[config.mk]
export PLATFORM = sky130hd
export DESIGN_NAME = umich_div_seq
export DESIGN_NICKNAME = d
export VERILOG_FILES = /design/src/rtl/umich_div_seq.sv
export SDC_FILE = /design/constraint.sdc
export NUM_CORES = 1
export LEC_CHECK = 0
export ABC_AREA = 0
export CELL_PAD_IN_SITES_DETAIL_PLACEMENT = 0
export CELL_PAD_IN_SITES_GLOBAL_PLACEMENT = 1
export CORE_UTILIZATION = 45
export CTS_BUF_LIST = sky130_fd_sc_hd__clkbuf_4
export CTS_CLUSTER_SIZE = 30
export DETAILED_ROUTE_END_ITERATION = 10
export DONT_BUFFER_PORTS = 1
export PLACE_DENSITY_LB_ADDON = 0.3
export REMOVE_ABC_BUFFERS = 1
export SLEW_MARGIN = 20
export SYNTH_ARGS = -nofsm -noshare
export SYNTH_HDL_FRONTEND = slang
export SYNTH_SLANG_ARGS = --single-unit
[constraint.sdc]
create_clock -name clocked_on -period 3.6 [get_ports clocked_on]
set_clock_uncertainty 0.15 [all_clocks]
set_input_delay 0.36 -clock clocked_on [delete_from_list [all_inputs] [get_ports clocked_on]]
set_output_delay 0.36 -clock clocked_on [all_outputs]
set_load 0.1 [all_outputs]
[src/rtl/umich_div_seq.sv]
// Iterative restoring divider: one quotient bit per clock, unsigned or two's-complement,
// valid/ready on both operand and result sides.
module umich_div_seq #(
  parameter int WIDTH = 64,
  parameter bit TC    = 1'b0
) (
  input  logic             clocked_on,
  input  logic             clear_n,
  input  logic             in_valid,
  output logic             in_ready,
  input  logic [WIDTH-1:0] dividend,
  input  logic [WIDTH-1:0] divisor,
  output logic             out_valid,
  input  logic             out_ready,
  output logic [WIDTH-1:0] quotient,
  output logic [WIDTH-1:0] remainder,
  output logic             div_by_zero,
  output logic             overflow
);

  localparam int CW = (WIDTH > 1) ? $clog2(WIDTH) : 1;
  localparam logic [WIDTH-1:0] MOST_NEG = {1'b1, {(WIDTH-1){1'b0}}};

  typedef enum logic [1:0] {IDLE, CALC, FIX, DONE} state_t;
  state_t state, state_nx;

  // num_q shifts dividend bits out of the MSB while quotient bits enter at the LSB
  logic [WIDTH-1:0] num_q, den_q, rem_q;
  logic [CW-1:0]    cnt;
  logic             neg_q, neg_r, bz, ovf;

  logic             a_neg, b_neg;
  logic [WIDTH-1:0] a_mag, b_mag;
  logic [WIDTH:0]   shifted, diff;
  logic             fits;
  logic [WIDTH-1:0] rem_nx, q_fix, r_fix;

  assign a_neg = (TC != 1'b0) && dividend[WIDTH-1];
  assign b_neg = (TC != 1'b0) && divisor[WIDTH-1];
  assign a_mag = a_neg ? -dividend : dividend;
  assign b_mag = b_neg ? -divisor  : divisor;

  assign shifted = {rem_q, num_q[WIDTH-1]};
  assign diff    = shifted - {1'b0, den_q};
  assign fits    = (shifted >= {1'b0, den_q});
  // whichever branch is kept is below the divisor, so it always fits in WIDTH bits
  assign rem_nx  = fits ? diff[WIDTH-1:0] : shifted[WIDTH-1:0];

  // with a zero divisor the magnitude path already yields R = |A|, so sign fix restores A
  assign q_fix = bz  ? {WIDTH{1'b1}} :
                 ovf ? MOST_NEG      :
                 neg_q ? -num_q : num_q;
  assign r_fix = ovf ? '0 : (neg_r ? -rem_q : rem_q);

  assign in_ready  = (state == IDLE);
  assign out_valid = (state == DONE);

  always_ff @(posedge clocked_on or negedge clear_n) begin
    if (!clear_n) state <= IDLE;
    else          state <= state_nx;
  end

  always_comb begin
    state_nx = state;
    case (state)
      IDLE: if (in_valid) state_nx = CALC;
      CALC: if (cnt == CW'(WIDTH-1)) state_nx = FIX;
      FIX:  state_nx = DONE;
      DONE: if (out_ready) state_nx = IDLE;
      default: state_nx = IDLE;
    endcase
  end

  always_ff @(posedge clocked_on or negedge clear_n) begin
    if (!clear_n) begin
      num_q       <= '0;
      den_q       <= '0;
      rem_q       <= '0;
      cnt         <= '0;
      neg_q       <= 1'b0;
      neg_r       <= 1'b0;
      bz          <= 1'b0;
      ovf         <= 1'b0;
      quotient    <= '0;
      remainder   <= '0;
      div_by_zero <= 1'b0;
      overflow    <= 1'b0;
    end else begin
      case (state)
        IDLE: if (in_valid) begin
          num_q <= a_mag;
          den_q <= b_mag;
          rem_q <= '0;
          cnt   <= '0;
          neg_q <= a_neg ^ b_neg;
          neg_r <= a_neg;
          bz    <= (divisor == '0);
          ovf   <= (TC != 1'b0) && (dividend == MOST_NEG) && (divisor == {WIDTH{1'b1}});
        end
        CALC: begin
          num_q <= {num_q[WIDTH-2:0], fits};
          rem_q <= rem_nx;
          cnt   <= cnt + 1'b1;
        end
        FIX: begin
          quotient    <= q_fix;
          remainder   <= r_fix;
          div_by_zero <= bz;
          overflow    <= ovf;
        end
        default: ;
      endcase
    end
  end

endmodule

==> metrics.txt, run 1 <==
# TYPE chip_impl_metric gauge
chip_impl_info{name="outcome",value="complete, but fails checks"} 1
chip_impl_info{name="violated_checks",value="hold timing"} 1
chip_impl_metric{name="grt_pass1_wl",unit="microns"} 83880
chip_impl_metric{name="route.detailed.drc",unit=""} 0
chip_impl_metric{name="finalSetupViolCount",unit=""} 0
chip_impl_metric{name="max_stage_delay",unit="ns"} 0.48
chip_impl_metric{name="crit_path_setup_slack_layout",unit="ns"} 0.1478
chip_impl_metric{name="drtIter0Drc",unit=""} 916
chip_impl_metric{name="htreeDepth",unit=""} 3
chip_impl_metric{name="critical_path_buf_inv_count",unit=""} 1
chip_impl_metric{name="finalWorstPathRequiredPeriod",unit="ns"} 3.452
chip_impl_metric{name="place_hpwl",unit="microns"} 34730
chip_impl_info{name="maxUsedRoutingLayer",value="met4"} 1
chip_impl_metric{name="pin_count",unit=""} 264
chip_impl_metric{name="fillerInstances",unit=""} 3476
chip_impl_metric{name="antenna_violating_nets_left",unit=""} 0
chip_impl_metric{name="routed-via-count",unit=""} 14830
chip_impl_metric{name="dp_worst_setup_slack",unit="ns"} -0.0007814
chip_impl_info{name="hold_class",value="in -> async"} 1
chip_impl_metric{name="grt_overflow_total",unit=""} 0
chip_impl_metric{name="yosys_register_bits",unit=""} 330
chip_impl_info{name="startpoint_to_endpoint_class_of_the_critical_path",value="reg -> reg"} 1
chip_impl_metric{name="max_cap_violations",unit=""} 0
chip_impl_metric{name="met3WireLength",unit="microns"} 3391
chip_impl_metric{name="switching_share",unit=""} 0.2308
chip_impl_info{name="ys_dominant_reg_cell",value="dfrtp_1"} 1
chip_impl_info{name="crit_path_cell_trace",value="inv_1, ha_2, fa_2, and2b_2, o21ai_2, a2111oi_4, nor3_2, o41a_1, o21a_4, o21ai_4, o2111ai_2, a2111o_1, nand3_1"} 1
chip_impl_metric{name="synth_cell_types",unit=""} 83
chip_impl_metric{name="drtPass1Iterations",unit=""} 5
chip_impl_metric{name="finalInstanceArea",unit="sq mm"} 0.02107
chip_impl_metric{name="share_clk_of_total_power",unit=""} 0.466
chip_impl_metric{name="critPathRequiredTime",unit="ns"} 4.19
chip_impl_metric{name="setup_total_negative_slack",unit="ns"} 0
chip_impl_metric{name="synth-edff-count",unit=""} 0
chip_impl_metric{name="area_growth",unit="%"} 18.61
chip_impl_metric{name="synth_cells",unit=""} 1818
chip_impl_metric{name="start_util",unit=""} 0.4576
chip_impl_metric{name="critPathMaxFanout",unit=""} 4
chip_impl_metric{name="yosys_warnings",unit=""} 0
chip_impl_metric{name="row_count",unit=""} 72
chip_impl_metric{name="postCtsHoldBufs",unit=""} 158
chip_impl_metric{name="cellPowerDensity",unit="mW/mm^2"} 342.7
chip_impl_metric{name="insertion_delay_of_the_later_clocked_pin_in_the_worst_skew_pair",unit="ns"} 0.80
chip_impl_metric{name="cts.sink_count",unit=""} 330
chip_impl_metric{name="path_depth",unit=""} 13
chip_impl_metric{name="buffer_ports.inserted",unit=""} 0
chip_impl_info{name="r2r-end",value="rem_q[62]"} 1
chip_impl_metric{name="chipHeight",unit="microns"} 200.7
chip_impl_metric{name="switchingPower",unit="W"} 0.001666
chip_impl_metric{name="met2WireLength",unit="microns"} 24780
chip_impl_metric{name="placedInstanceArea",unit="sq mm"} 0.01832
chip_impl_metric{name="reg2reg_setup_slack",unit="ns"} 0.15
chip_impl_metric{name="final_layout_size_suffix_gt1_frac",unit=""} 0.1663
chip_impl_metric{name="report.final.hold_viol_count",unit=""} 330
chip_impl_metric{name="design.die.area",unit="sq mm"} 0.04028
chip_impl_metric{name="max_freq",unit="MHz"} 289.7
chip_impl_info{name="cell_type_of_the_slowest_stage_on_the_worst_timing_path",value="o41a_1"} 1
chip_impl_metric{name="grt_pass1_vias",unit=""} 15320
chip_impl_metric{name="gr-usage-all-layers",unit=""} 0.2582
chip_impl_metric{name="synth-async-reset-ratio",unit=""} 1.000
chip_impl_metric{name="m1WireLength",unit="microns"} 22180
chip_impl_metric{name="vias_per_cell",unit=""} 5.757
chip_impl_metric{name="internal_power_of_the_cells",unit="W"} 0.005555
chip_impl_info{name="critical_path.startpoint_type",value="flip-flop"} 1
chip_impl_metric{name="finalCoreUtilization",unit=""} 0.5427
chip_impl_metric{name="seq_power_share",unit=""} 0.513
chip_impl_metric{name="power.combinational.fraction",unit=""} 0.020
chip_impl_metric{name="clock_path_buffers",unit=""} 3
chip_impl_metric{name="synth_area",unit="sq mm"} 0.01777
chip_impl_metric{name="whs",unit="ns"} -0.8655
chip_impl_metric{name="grt_antenna_before_repair",unit=""} 1
chip_impl_info{name="yosys.area.top_type",value="dfrtp_1"} 1
chip_impl_metric{name="syn_avg_cell_area",unit="sq um"} 9.772
chip_impl_info{name="cts_tree",value="done"} 1
chip_impl_metric{name="power_leakage",unit="nW"} 9.310
chip_impl_info{name="regToRegStartpoint",value="num_q[63]"} 1
chip_impl_metric{name="numCtsBuffers",unit=""} 90
chip_impl_metric{name="ir_drop",unit="mV"} 0.2709
chip_impl_metric{name="totalWireLength",unit="microns"} 51670
chip_impl_info{name="worstSetupEndpointType",value="flip-flop"} 1
chip_impl_metric{name="fin_crit_sh",unit=""} 0.9589
chip_impl_metric{name="die_w",unit="microns"} 200.7
chip_impl_metric{name="core_region_area",unit="sq mm"} 0.03883
chip_impl_metric{name="sequential_cell_area_fraction_in_the_yosys_report",unit=""} 0.4648
chip_impl_metric{name="grt_max_degree",unit=""} 331
chip_impl_info{name="critical-path-top-delay-family",value="compound AO/OA/AOI/OAI gates"} 1
chip_impl_metric{name="cts.clk_slew.worst_paths",unit="ns"} 0.09
chip_impl_info{name="synth_area_leaders",value="dfrtp_1 46%, mux2_2 8.2%, a21oi_1 5.7%"} 1
chip_impl_metric{name="final-seq-area",unit="sq mm"} 0.008259
chip_impl_metric{name="multi_input_gate_area",unit="sq mm"} 0.008741
chip_impl_metric{name="fin_nets",unit=""} 2191
chip_impl_metric{name="slew_limit_fails",unit=""} 0
chip_impl_metric{name="synth.top_cell.area_share",unit=""} 0.4648
chip_impl_metric{name="routed_wire_length_per_instance",unit="microns"} 20.06
chip_impl_metric{name="gp_congestion",unit=""} 0.9273
chip_impl_metric{name="worst_slew_margin_rel",unit=""} 0.3225
chip_impl_metric{name="worst-slew-pin-transition",unit="ns"} 1.016
chip_impl_info{name="ys_top_cells_by_count",value="330 x dfrtp_1, 202 x a21oi_1, 169 x nor2_1"} 1
chip_impl_info{name="ctsRootBufferMaster",value="clkbuf_4"} 1
chip_impl_metric{name="cp.arrival",unit="ns"} 4.04
chip_impl_info{name="yosys.cell_count.top_type",value="dfrtp_1"} 1
chip_impl_metric{name="reg2reg_depth",unit=""} 13
-- worst max path at each step --
stage / startpoint / endpoint / slack, ns
floorplan: state[0] / cnt[5] / -3.44
global placement: num_q[63] / rem_q[62] / 0.06
detailed placement: num_q[63] / rem_q[62] / -0.0008
CTS: num_q[63] / rem_q[56] / 0.06
global route: num_q[63] / rem_q[38] / -0.02
finish: num_q[63] / rem_q[62] / 0.15
-- registers in the layout (all words and copies together) (netlist names) --
| signal | count |
|---|---|
| div_by_zero | 1 |
| quotient | 64 |
| cnt | 6 |
| remainder | 64 |
| bz | 1 |
| den_q | 64 |
| state | 2 |
| rem_q | 64 |
| num_q | 64 |
-- cell type report --
| class | instances | area share |
|---|---|---|
| Antenna cell | 1 | 0.0001188 |
| Inverter | 85 | 0.01514 |
| Clock inverter | 35 | 0.008906 |
| Timing Repair Buffer | 199 | 0.09381 |
| Clock buffer | 125 | 0.04453 |
| Sequential cell | 330 | 0.3919 |
| Tap cell | 518 | 0.03076 |
| Multi-Input combinational cell | 1283 | 0.4148 |
-- kinds of logic (layout without fill, tap and decap cells) --
group,after synthesis,after routing,share of synthesized area
other cells,1,2,0.0002111
mux,174,174,0.1072
compound gates,577,577,0.1992
simple gates,403,403,0.1023
flops,330,330,0.4648
xor+xnor,58,58,0.02859
buf+inv,205,444,0.04796
fa+ha+maj,70,70,0.04972
-- power by group through the flow --
stage | combinational (W) | sequential [W] | clock, W
after floorplan | 0.0000119 | 0.00378 | 0
after global placement | 0.0000136 | 0.00378 | 0
after detailed placement | 0.0000137 | 0.00378 | 0
after CTS | 0.000145 | 0.00371 | 0.00348
after global routing | 0.000154 | 0.00370 | 0.00367
final | 0.000147 | 0.00371 | 0.00337
-- metrics by stage --
step                      std cells  power [W]
after global placement         2255   0.003790
after detailed placement       2255   0.003791
final                          2576   0.007221
after CTS                      2573   0.007330
after global routing           2576   0.007524
after floorplan                1698   0.003790
-- layout by cell type (no fill, tap or decap), types with 22 or more instances in the layout --
master,netlist,final
nand3_1,22,22
buf_4,5,34
ha_1,69,66
xnor2_1,30,30
inv_1,84,84
mux2i_1,44,44
clkbuf_4,1,125
a21oi_1,202,202
o21ai_0,94,93
dlygate4sd3_1,0,158
xor2_1,28,28
a21o_1,36,36
dfrtp_1,330,329
nand2_1,106,104
o22ai_1,123,123
mux2_2,130,130
nor2_1,169,169
clkinv_1,0,26
-- timing repair --
| action | in CTS | in global routing |
|---|---|---|
| buffers inserted | 0 | 2 |
| resized for setup | 0 | 9 |
| setup endpoints to repair | 1 | 25 |
| pin swaps | 1 | 6 |
| endpoints found under the hold margin | 461 | 330 |
-- metal layers --
metal	up-vias	GRT usage
met5	-	0
met1	7252	0.3287
li1	7018	-
met2	470	0.4273
met3	90	0.06023
met4	0	0.09651
Note: power is estimated with default switching activity, not from simulation.
==> run 2: changes to the inputs <==
--- a/config.mk
+++ b/config.mk
@@ -8,7 +8,8 @@
 export ABC_AREA = 0
 export CELL_PAD_IN_SITES_DETAIL_PLACEMENT = 0
 export CELL_PAD_IN_SITES_GLOBAL_PLACEMENT = 1
-export CORE_UTILIZATION = 45
+export CORE_ASPECT_RATIO = 0.7
+export CORE_UTILIZATION = 46
 export CTS_BUF_LIST = sky130_fd_sc_hd__clkbuf_4
 export CTS_CLUSTER_SIZE = 30
 export DETAILED_ROUTE_END_ITERATION = 10
==> metrics.txt, run 2 (same netlist as run 1, synthesis figures left out) <==
# TYPE chip_impl_metric gauge
chip_impl_metric{name="numCtsBuffers",unit=""} 84
chip_impl_metric{name="pin_count",unit=""} 264
chip_impl_metric{name="placedInstanceArea",unit="sq mm"} 0.01836
chip_impl_metric{name="core_region_area",unit="sq mm"} 0.03757
chip_impl_metric{name="fin_crit_sh",unit=""} 0.9754
chip_impl_metric{name="routed-via-count",unit=""} 14980
chip_impl_metric{name="report.final.hold_viol_count",unit=""} 330
chip_impl_metric{name="cts.sink_count",unit=""} 330
chip_impl_metric{name="max_cap_violations",unit=""} 0
chip_impl_metric{name="slew_limit_fails",unit=""} 0
chip_impl_metric{name="cellPowerDensity",unit="mW/mm^2"} 341.9
chip_impl_metric{name="reg2reg_depth",unit=""} 11
chip_impl_info{name="startpoint_to_endpoint_class_of_the_critical_path",value="reg -> reg"} 1
chip_impl_metric{name="place_hpwl",unit="microns"} 35340
chip_impl_info{name="r2r-end",value="rem_q[14]"} 1
chip_impl_info{name="violated_checks",value="hold timing"} 1
chip_impl_metric{name="finalSetupViolCount",unit=""} 0
chip_impl_metric{name="worst-slew-pin-transition",unit="ns"} 0.9934
chip_impl_info{name="worst_setup_path_startpoint",value="rem_q[19]"} 1
chip_impl_info{name="cts_tree",value="done"} 1
chip_impl_info{name="layout.cells.most_common",value="dfrtp_1"} 1
chip_impl_info{name="crit_path_cell_trace",value="ha_1, nand2_1, o21ai_0, a31oi_1, o21ai_0, o211ai_1, a21o_2, nand2_2, buf_12, mux2i_1, o21ai_0"} 1
chip_impl_metric{name="routed_wire_length_per_instance",unit="microns"} 20.75
chip_impl_metric{name="final_layout_size_suffix_gt1_frac",unit=""} 0.1734
chip_impl_metric{name="finalCoreUtilization",unit=""} 0.5575
chip_impl_metric{name="finalWorstPathRequiredPeriod",unit="ns"} 3.512
chip_impl_metric{name="route.detailed.drc",unit=""} 0
chip_impl_metric{name="die_w",unit="microns"} 236.9
chip_impl_info{name="hold_class",value="in -> async"} 1
chip_impl_info{name="critPathMostFrequentCell",value="o21ai_0"} 1
chip_impl_metric{name="start_util",unit=""} 0.4728
chip_impl_metric{name="drtPass1Iterations",unit=""} 5
chip_impl_metric{name="grt_max_degree",unit=""} 331
chip_impl_info{name="critPathCapture",value="rem_q[14]"} 1
chip_impl_info{name="regToRegStartpoint",value="rem_q[19]"} 1
chip_impl_metric{name="grt_overflow_total",unit=""} 0
chip_impl_metric{name="design.die.area",unit="sq mm"} 0.03942
chip_impl_metric{name="postCtsHoldBufs",unit=""} 142
chip_impl_metric{name="finalInstanceArea",unit="sq mm"} 0.02095
chip_impl_metric{name="gp_congestion",unit=""} 0.8967
chip_impl_metric{name="power_leakage",unit="nW"} 9.206
chip_impl_metric{name="whs",unit="ns"} -0.8533
chip_impl_metric{name="ir_drop",unit="mV"} 0.3271
chip_impl_metric{name="cp.arrival",unit="ns"} 3.97
chip_impl_metric{name="grt_antenna_before_repair",unit=""} 4
chip_impl_metric{name="max_stage_delay",unit="ns"} 0.63
chip_impl_metric{name="cts.clk_slew.worst_paths",unit="ns"} 0.07
chip_impl_metric{name="grt_pass1_wl",unit="microns"} 84270
chip_impl_metric{name="totalWireLength",unit="microns"} 52530
chip_impl_metric{name="globalRouteMet2Util",unit=""} 0.3707
chip_impl_metric{name="gr-usage-all-layers",unit=""} 0.2690
chip_impl_info{name="most-common-layout-cells",value="329 x dfrtp_1, 201 x a21oi_1, 169 x nor2_1"} 1
chip_impl_info{name="ctsRootBufferMaster",value="clkbuf_4"} 1
chip_impl_metric{name="fin_nets",unit=""} 2182
chip_impl_metric{name="worst_slew_margin_rel",unit=""} 0.3377
chip_impl_metric{name="vias_per_cell",unit=""} 5.916
chip_impl_metric{name="grt_pass1_vias",unit=""} 14860
chip_impl_metric{name="met1_usage",unit=""} 0.4063
chip_impl_metric{name="drtIter0Drc",unit=""} 1120
chip_impl_metric{name="post-layout-total-power",unit="W"} 0.007163
chip_impl_metric{name="globalRouteMet3Util",unit=""} 0.07094
chip_impl_metric{name="critPathRequiredTime",unit="ns"} 4.06
chip_impl_metric{name="htreeDepth",unit=""} 3
chip_impl_info{name="worstSetupEndpointType",value="flip-flop"} 1
chip_impl_info{name="critical_path.startpoint_type",value="flip-flop"} 1
chip_impl_metric{name="chipHeight",unit="microns"} 166.4
chip_impl_metric{name="max_freq",unit="MHz"} 284.8
chip_impl_metric{name="row_count",unit=""} 59
chip_impl_metric{name="reg2reg_setup_slack",unit="ns"} 0.09
chip_impl_metric{name="antenna_violating_nets_left",unit=""} 0
chip_impl_metric{name="critPathMaxFanout",unit=""} 28
chip_impl_info{name="outcome",value="complete, but fails checks"} 1
chip_impl_info{name="grt_most_used_layer",value="met1"} 1
chip_impl_info{name="cell_type_of_the_slowest_stage_on_the_worst_timing_path",value="o21ai_0"} 1
chip_impl_metric{name="area_growth",unit="%"} 17.92
chip_impl_metric{name="insertion_delay_of_the_later_clocked_pin_in_the_worst_skew_pair",unit="ns"} 0.80
chip_impl_metric{name="buffer_ports.inserted",unit=""} 0
chip_impl_metric{name="clock_path_buffers",unit=""} 3
## run 2: cell count changes in the layout (fill, tap and decap cells not counted), sizes merged, moves of 3 or more
cell	delta
clkinv	-7
diode	+7
inv	-3
clkbuf	-10
buf	+13
dlygate4sd3	-16
## run 2: routing by layer
metal | vias up | routed length [microns]
li1 | 6972 | -
met5 | - | 10
met3 | 111 | 3900
met1 | 7340 | 25370
met2 | 555 | 21750
met4 | 2 | 1494
## run 2: where the power goes
part           total (W)  leakage (nW)  internal, W  switching (W)
clock network    0.00331         0.622      0.00169        0.00162
logic           0.000147          4.57     0.000102      0.0000448
registers        0.00371          4.01      0.00371              0
total            0.00716          9.21      0.00550        0.00166
## run 2: worst min path at each step
stage | from | to | slack [ns] | cells past startpoint
5_1_grt | clear_n | remainder[17] | -0.95 | 0
4_1_cts | clear_n | rem_q[63] | -0.95 | 0
6_report | clear_n | remainder[17] | -0.85 | 0
3_3_place_gp | clear_n | remainder[17] | -0.07 | 0
2_1_floorplan | clear_n | bz | -0.09 | 0
3_5_place_dp | clear_n | remainder[17] | -0.07 | 0
## run 2: metrics by stage
stage | setup WS [ns] | hold WS (ns) | setup TNS (ns) | cells
2_1_floorplan | -3.442 | -0.08559 | -734.24 | 1698
3_3_place_gp | 0.1133 | -0.06685 | 0 | 2237
3_5_place_dp | 0.04030 | -0.07029 | 0 | 2237
4_1_cts | 0.02657 | -0.9458 | 0 | 2521
5_1_grt | -0.02518 | -0.9474 | -0.06501 | 2531
6_report | 0.08838 | -0.8533 | 0 | 2532
## run 2: timing repair
item	in CTS	in global routing
buffers inserted	0	3
resized for setup	1	15
setup endpoints to repair	1	60
endpoints found under the hold margin	463	330
pin swaps	0	5
## run 2: worst max-delay path: cells and delay by family, from the launching register on
kind	cells	cell delay [ns]
compound gates	6	1.56
fa+ha+maj	1	0.41
buf+inv	1	0.26
flops	1	0.42
mux	1	0.21
simple gates	2	0.32
## run 2: layout make-up
| type | instances | area [sq um] |
|---|---|---|
| repair buffers | 196 | 1902 |
| flip-flops and latches | 330 | 8259 |
| well taps | 488 | 610.6 |
| inverters | 85 | 319.1 |
| clock buffers | 115 | 863.3 |
| diodes | 8 | 20.02 |
| clock inverters | 27 | 193.9 |
| multi-input cells | 1283 | 8781 |
| fillers | 3414 | 16630 |
==> run 3: changes to the inputs <==
--- a/config.mk
+++ b/config.mk
@@ -11,6 +11,7 @@
 export CORE_ASPECT_RATIO = 0.7
 export CORE_UTILIZATION = 46
 export CTS_BUF_LIST = sky130_fd_sc_hd__clkbuf_4
+export CTS_CLUSTER_DIAMETER = 100
 export CTS_CLUSTER_SIZE = 30
 export DETAILED_ROUTE_END_ITERATION = 10
 export DONT_BUFFER_PORTS = 1
==> metrics.txt, run 3 (same netlist as run 1, synthesis figures left out) <==
# TYPE chip_impl_metric gauge
chip_impl_info{name="outcome",value="complete, but fails checks"} 1
chip_impl_info{name="violated_checks",value="hold timing"} 1
chip_impl_metric{name="max_freq",unit="MHz"} 287.9
chip_impl_metric{name="numCtsBuffers",unit=""} 15
chip_impl_metric{name="reg2reg_setup_slack",unit="ns"} 0.13
chip_impl_metric{name="power_leakage",unit="nW"} 8.838
chip_impl_metric{name="die_w",unit="microns"} 236.9
chip_impl_metric{name="crit_path_setup_slack_layout",unit="ns"} 0.1269
chip_impl_info{name="r2r-end",value="rem_q[62]"} 1
chip_impl_metric{name="critPathRequiredTime",unit="ns"} 4.21
chip_impl_metric{name="design.die.area",unit="sq mm"} 0.03942
chip_impl_metric{name="drtIter0Drc",unit=""} 1115
chip_impl_metric{name="report.final.hold_viol_count",unit=""} 330
chip_impl_metric{name="cts.clk_slew.worst_paths",unit="ns"} 0.31
chip_impl_info{name="worstSetupEndpointType",value="flip-flop"} 1
chip_impl_metric{name="cellPowerDensity",unit="mW/mm^2"} 259.0
chip_impl_metric{name="whs",unit="ns"} -0.9388
chip_impl_metric{name="dp_worst_setup_slack",unit="ns"} 0.04030
chip_impl_metric{name="place_hpwl",unit="microns"} 35340
chip_impl_info{name="cts_tree",value="done"} 1
chip_impl_metric{name="buffer_ports.inserted",unit=""} 0
chip_impl_metric{name="grt_antenna_before_repair",unit=""} 4
chip_impl_metric{name="worst_slew_margin_rel",unit=""} 0.3361
chip_impl_metric{name="finalWorstPathRequiredPeriod",unit="ns"} 3.473
chip_impl_metric{name="area_growth",unit="%"} 14.40
chip_impl_info{name="regToRegStartpoint",value="num_q[63]"} 1
chip_impl_metric{name="grt_max_degree",unit=""} 331
chip_impl_info{name="most-common-layout-cells",value="329 x dfrtp_1, 201 x a21oi_1, 169 x nor2_1"} 1
chip_impl_metric{name="fillerInstances",unit=""} 3426
chip_impl_metric{name="grt_pass1_wl",unit="microns"} 81870
chip_impl_metric{name="postCtsHoldBufs",unit=""} 165
chip_impl_metric{name="finalCoreUtilization",unit=""} 0.5409
chip_impl_metric{name="critPathMaxFanout",unit=""} 4
chip_impl_metric{name="route.detailed.drc",unit=""} 0
chip_impl_metric{name="core_region_area",unit="sq mm"} 0.03757
chip_impl_metric{name="routed-via-count",unit=""} 14510
chip_impl_metric{name="final_layout_size_suffix_gt1_frac",unit=""} 0.1320
chip_impl_metric{name="clock_path_buffers",unit=""} 3
chip_impl_info{name="layout.cells.most_common",value="dfrtp_1"} 1
chip_impl_info{name="ctsRootBufferMaster",value="clkbuf_4"} 1
chip_impl_metric{name="grt_pass1_vias",unit=""} 14220
chip_impl_metric{name="htreeDepth",unit=""} 1
chip_impl_metric{name="totalWireLength",unit="microns"} 51020
chip_impl_metric{name="gp_congestion",unit=""} 0.8967
chip_impl_metric{name="chipHeight",unit="microns"} 166.4
chip_impl_metric{name="fin_nets",unit=""} 2139
chip_impl_metric{name="ir_drop",unit="mV"} 0.2891
chip_impl_metric{name="routed_wire_length_per_instance",unit="microns"} 20.97
chip_impl_metric{name="multi_input_gate_area",unit="sq mm"} 0.008811
chip_impl_metric{name="grt_overflow_total",unit=""} 0
chip_impl_metric{name="vias_per_cell",unit=""} 5.964
chip_impl_metric{name="post-layout-total-power",unit="W"} 0.005264
chip_impl_metric{name="max_cap_violations",unit=""} 0
chip_impl_info{name="critical_path.startpoint_type",value="flip-flop"} 1
chip_impl_metric{name="reg2reg_depth",unit=""} 13
chip_impl_metric{name="cp.arrival",unit="ns"} 4.09
chip_impl_metric{name="gr-usage-all-layers",unit=""} 0.2584
chip_impl_metric{name="insertion_delay_of_the_later_clocked_pin_in_the_worst_skew_pair",unit="ns"} 0.81
chip_impl_info{name="startpoint_to_endpoint_class_of_the_critical_path",value="reg -> reg"} 1
chip_impl_metric{name="row_count",unit=""} 59
chip_impl_metric{name="start_util",unit=""} 0.4728
chip_impl_metric{name="finalSetupViolCount",unit=""} 0
chip_impl_metric{name="fin_crit_sh",unit=""} 0.9648
chip_impl_metric{name="final-seq-area",unit="sq mm"} 0.008259
chip_impl_metric{name="drtPass1Iterations",unit=""} 5
chip_impl_metric{name="cts.sink_count",unit=""} 330
chip_impl_metric{name="slew_limit_fails",unit=""} 0
chip_impl_metric{name="worst-slew-pin-transition",unit="ns"} 0.9958
chip_impl_info{name="hold_class",value="in -> async"} 1
chip_impl_metric{name="antenna_violating_nets_left",unit=""} 0
chip_impl_metric{name="pin_count",unit=""} 264
[run 3: changes by cell type in the layout (fill, tap and decap cells not counted), moves of 4 or more]
cell | before | now
clkbuf_4 | 115 | 16
dlygate4sd3_1 | 142 | 165
clkinv_1 | 17 | 0
clkinv_2 | 4 | 0
[run 3: layout make-up]
class | count | area share
multi-input cells | 1283 | 0.4335
clock inverters | 3 | 0.001662
repair buffers | 222 | 0.1060
inverters | 85 | 0.01570
well taps | 488 | 0.03004
flip-flops and latches | 330 | 0.4064
clock buffers | 16 | 0.005910
diodes | 6 | 0.0007388
[run 3: how the worst max path moves through the flow]
stage,start,cells after the start,to
6_report,num_q[63],13,rem_q[62]
5_1_grt,rem_q[21],11,rem_q[18]
4_1_cts,num_q[63],14,rem_q[56]
3_5_place_dp,num_q[63],14,rem_q[56]
3_3_place_gp,num_q[63],13,rem_q[62]
2_1_floorplan,state[0],8,cnt[5]
[run 3: per-layer routing]
layer	vias to the layer above	track usage	part of all wire
li1	6820	-	-
met1	7142	0.4039	0.49
met2	470	0.3630	0.42
met3	75	0.04890	0.064
met4	4	0.06578	0.028
met5	-	0	0.00045
[run 3: timing repair]
item / 4_1_cts / 5_1_grt
pin swaps: 1 / 6
endpoints found under the hold margin: 463 / 330
setup endpoints to repair: 1 / 61
buffers inserted: 0 / 6
resized for setup: 1 / 23
[run 3: worst max-delay path, cell delays in order, from the launching register on]
cell       delay, ns
dfrtp_1         0.42
inv_1           0.06
ha_2            0.19
fa_2            0.34
and2b_2         0.23
o21ai_2         0.10
a2111oi_4       0.43
nor3_2          0.11
o41a_1          0.39
o21a_4          0.24
o21ai_4         0.17
o2111ai_2       0.16
a2111o_1        0.39
nand3_1         0.06
[run 3: through the flow]
stage               hold slack (ns)  setup TNS, ns  cell area (sq um)  instances
floorplan                  -0.08559        -734.24              17230       1698
global placement           -0.06685              0              18360       2237
detailed placement         -0.07029              0              18360       2237
CTS                          -1.015              0              20160       2421
global route                 -1.019       -0.02534              20320       2432
finish                      -0.9388              0              20320       2433
[run 3: where the power goes]
group | internal (W) | total (W) | switching (W)
combinational | 0.000102 | 0.000146 | 0.0000443
sequential | 0.00372 | 0.00372 | 0
clock | 0.000231 | 0.00140 | 0.00117
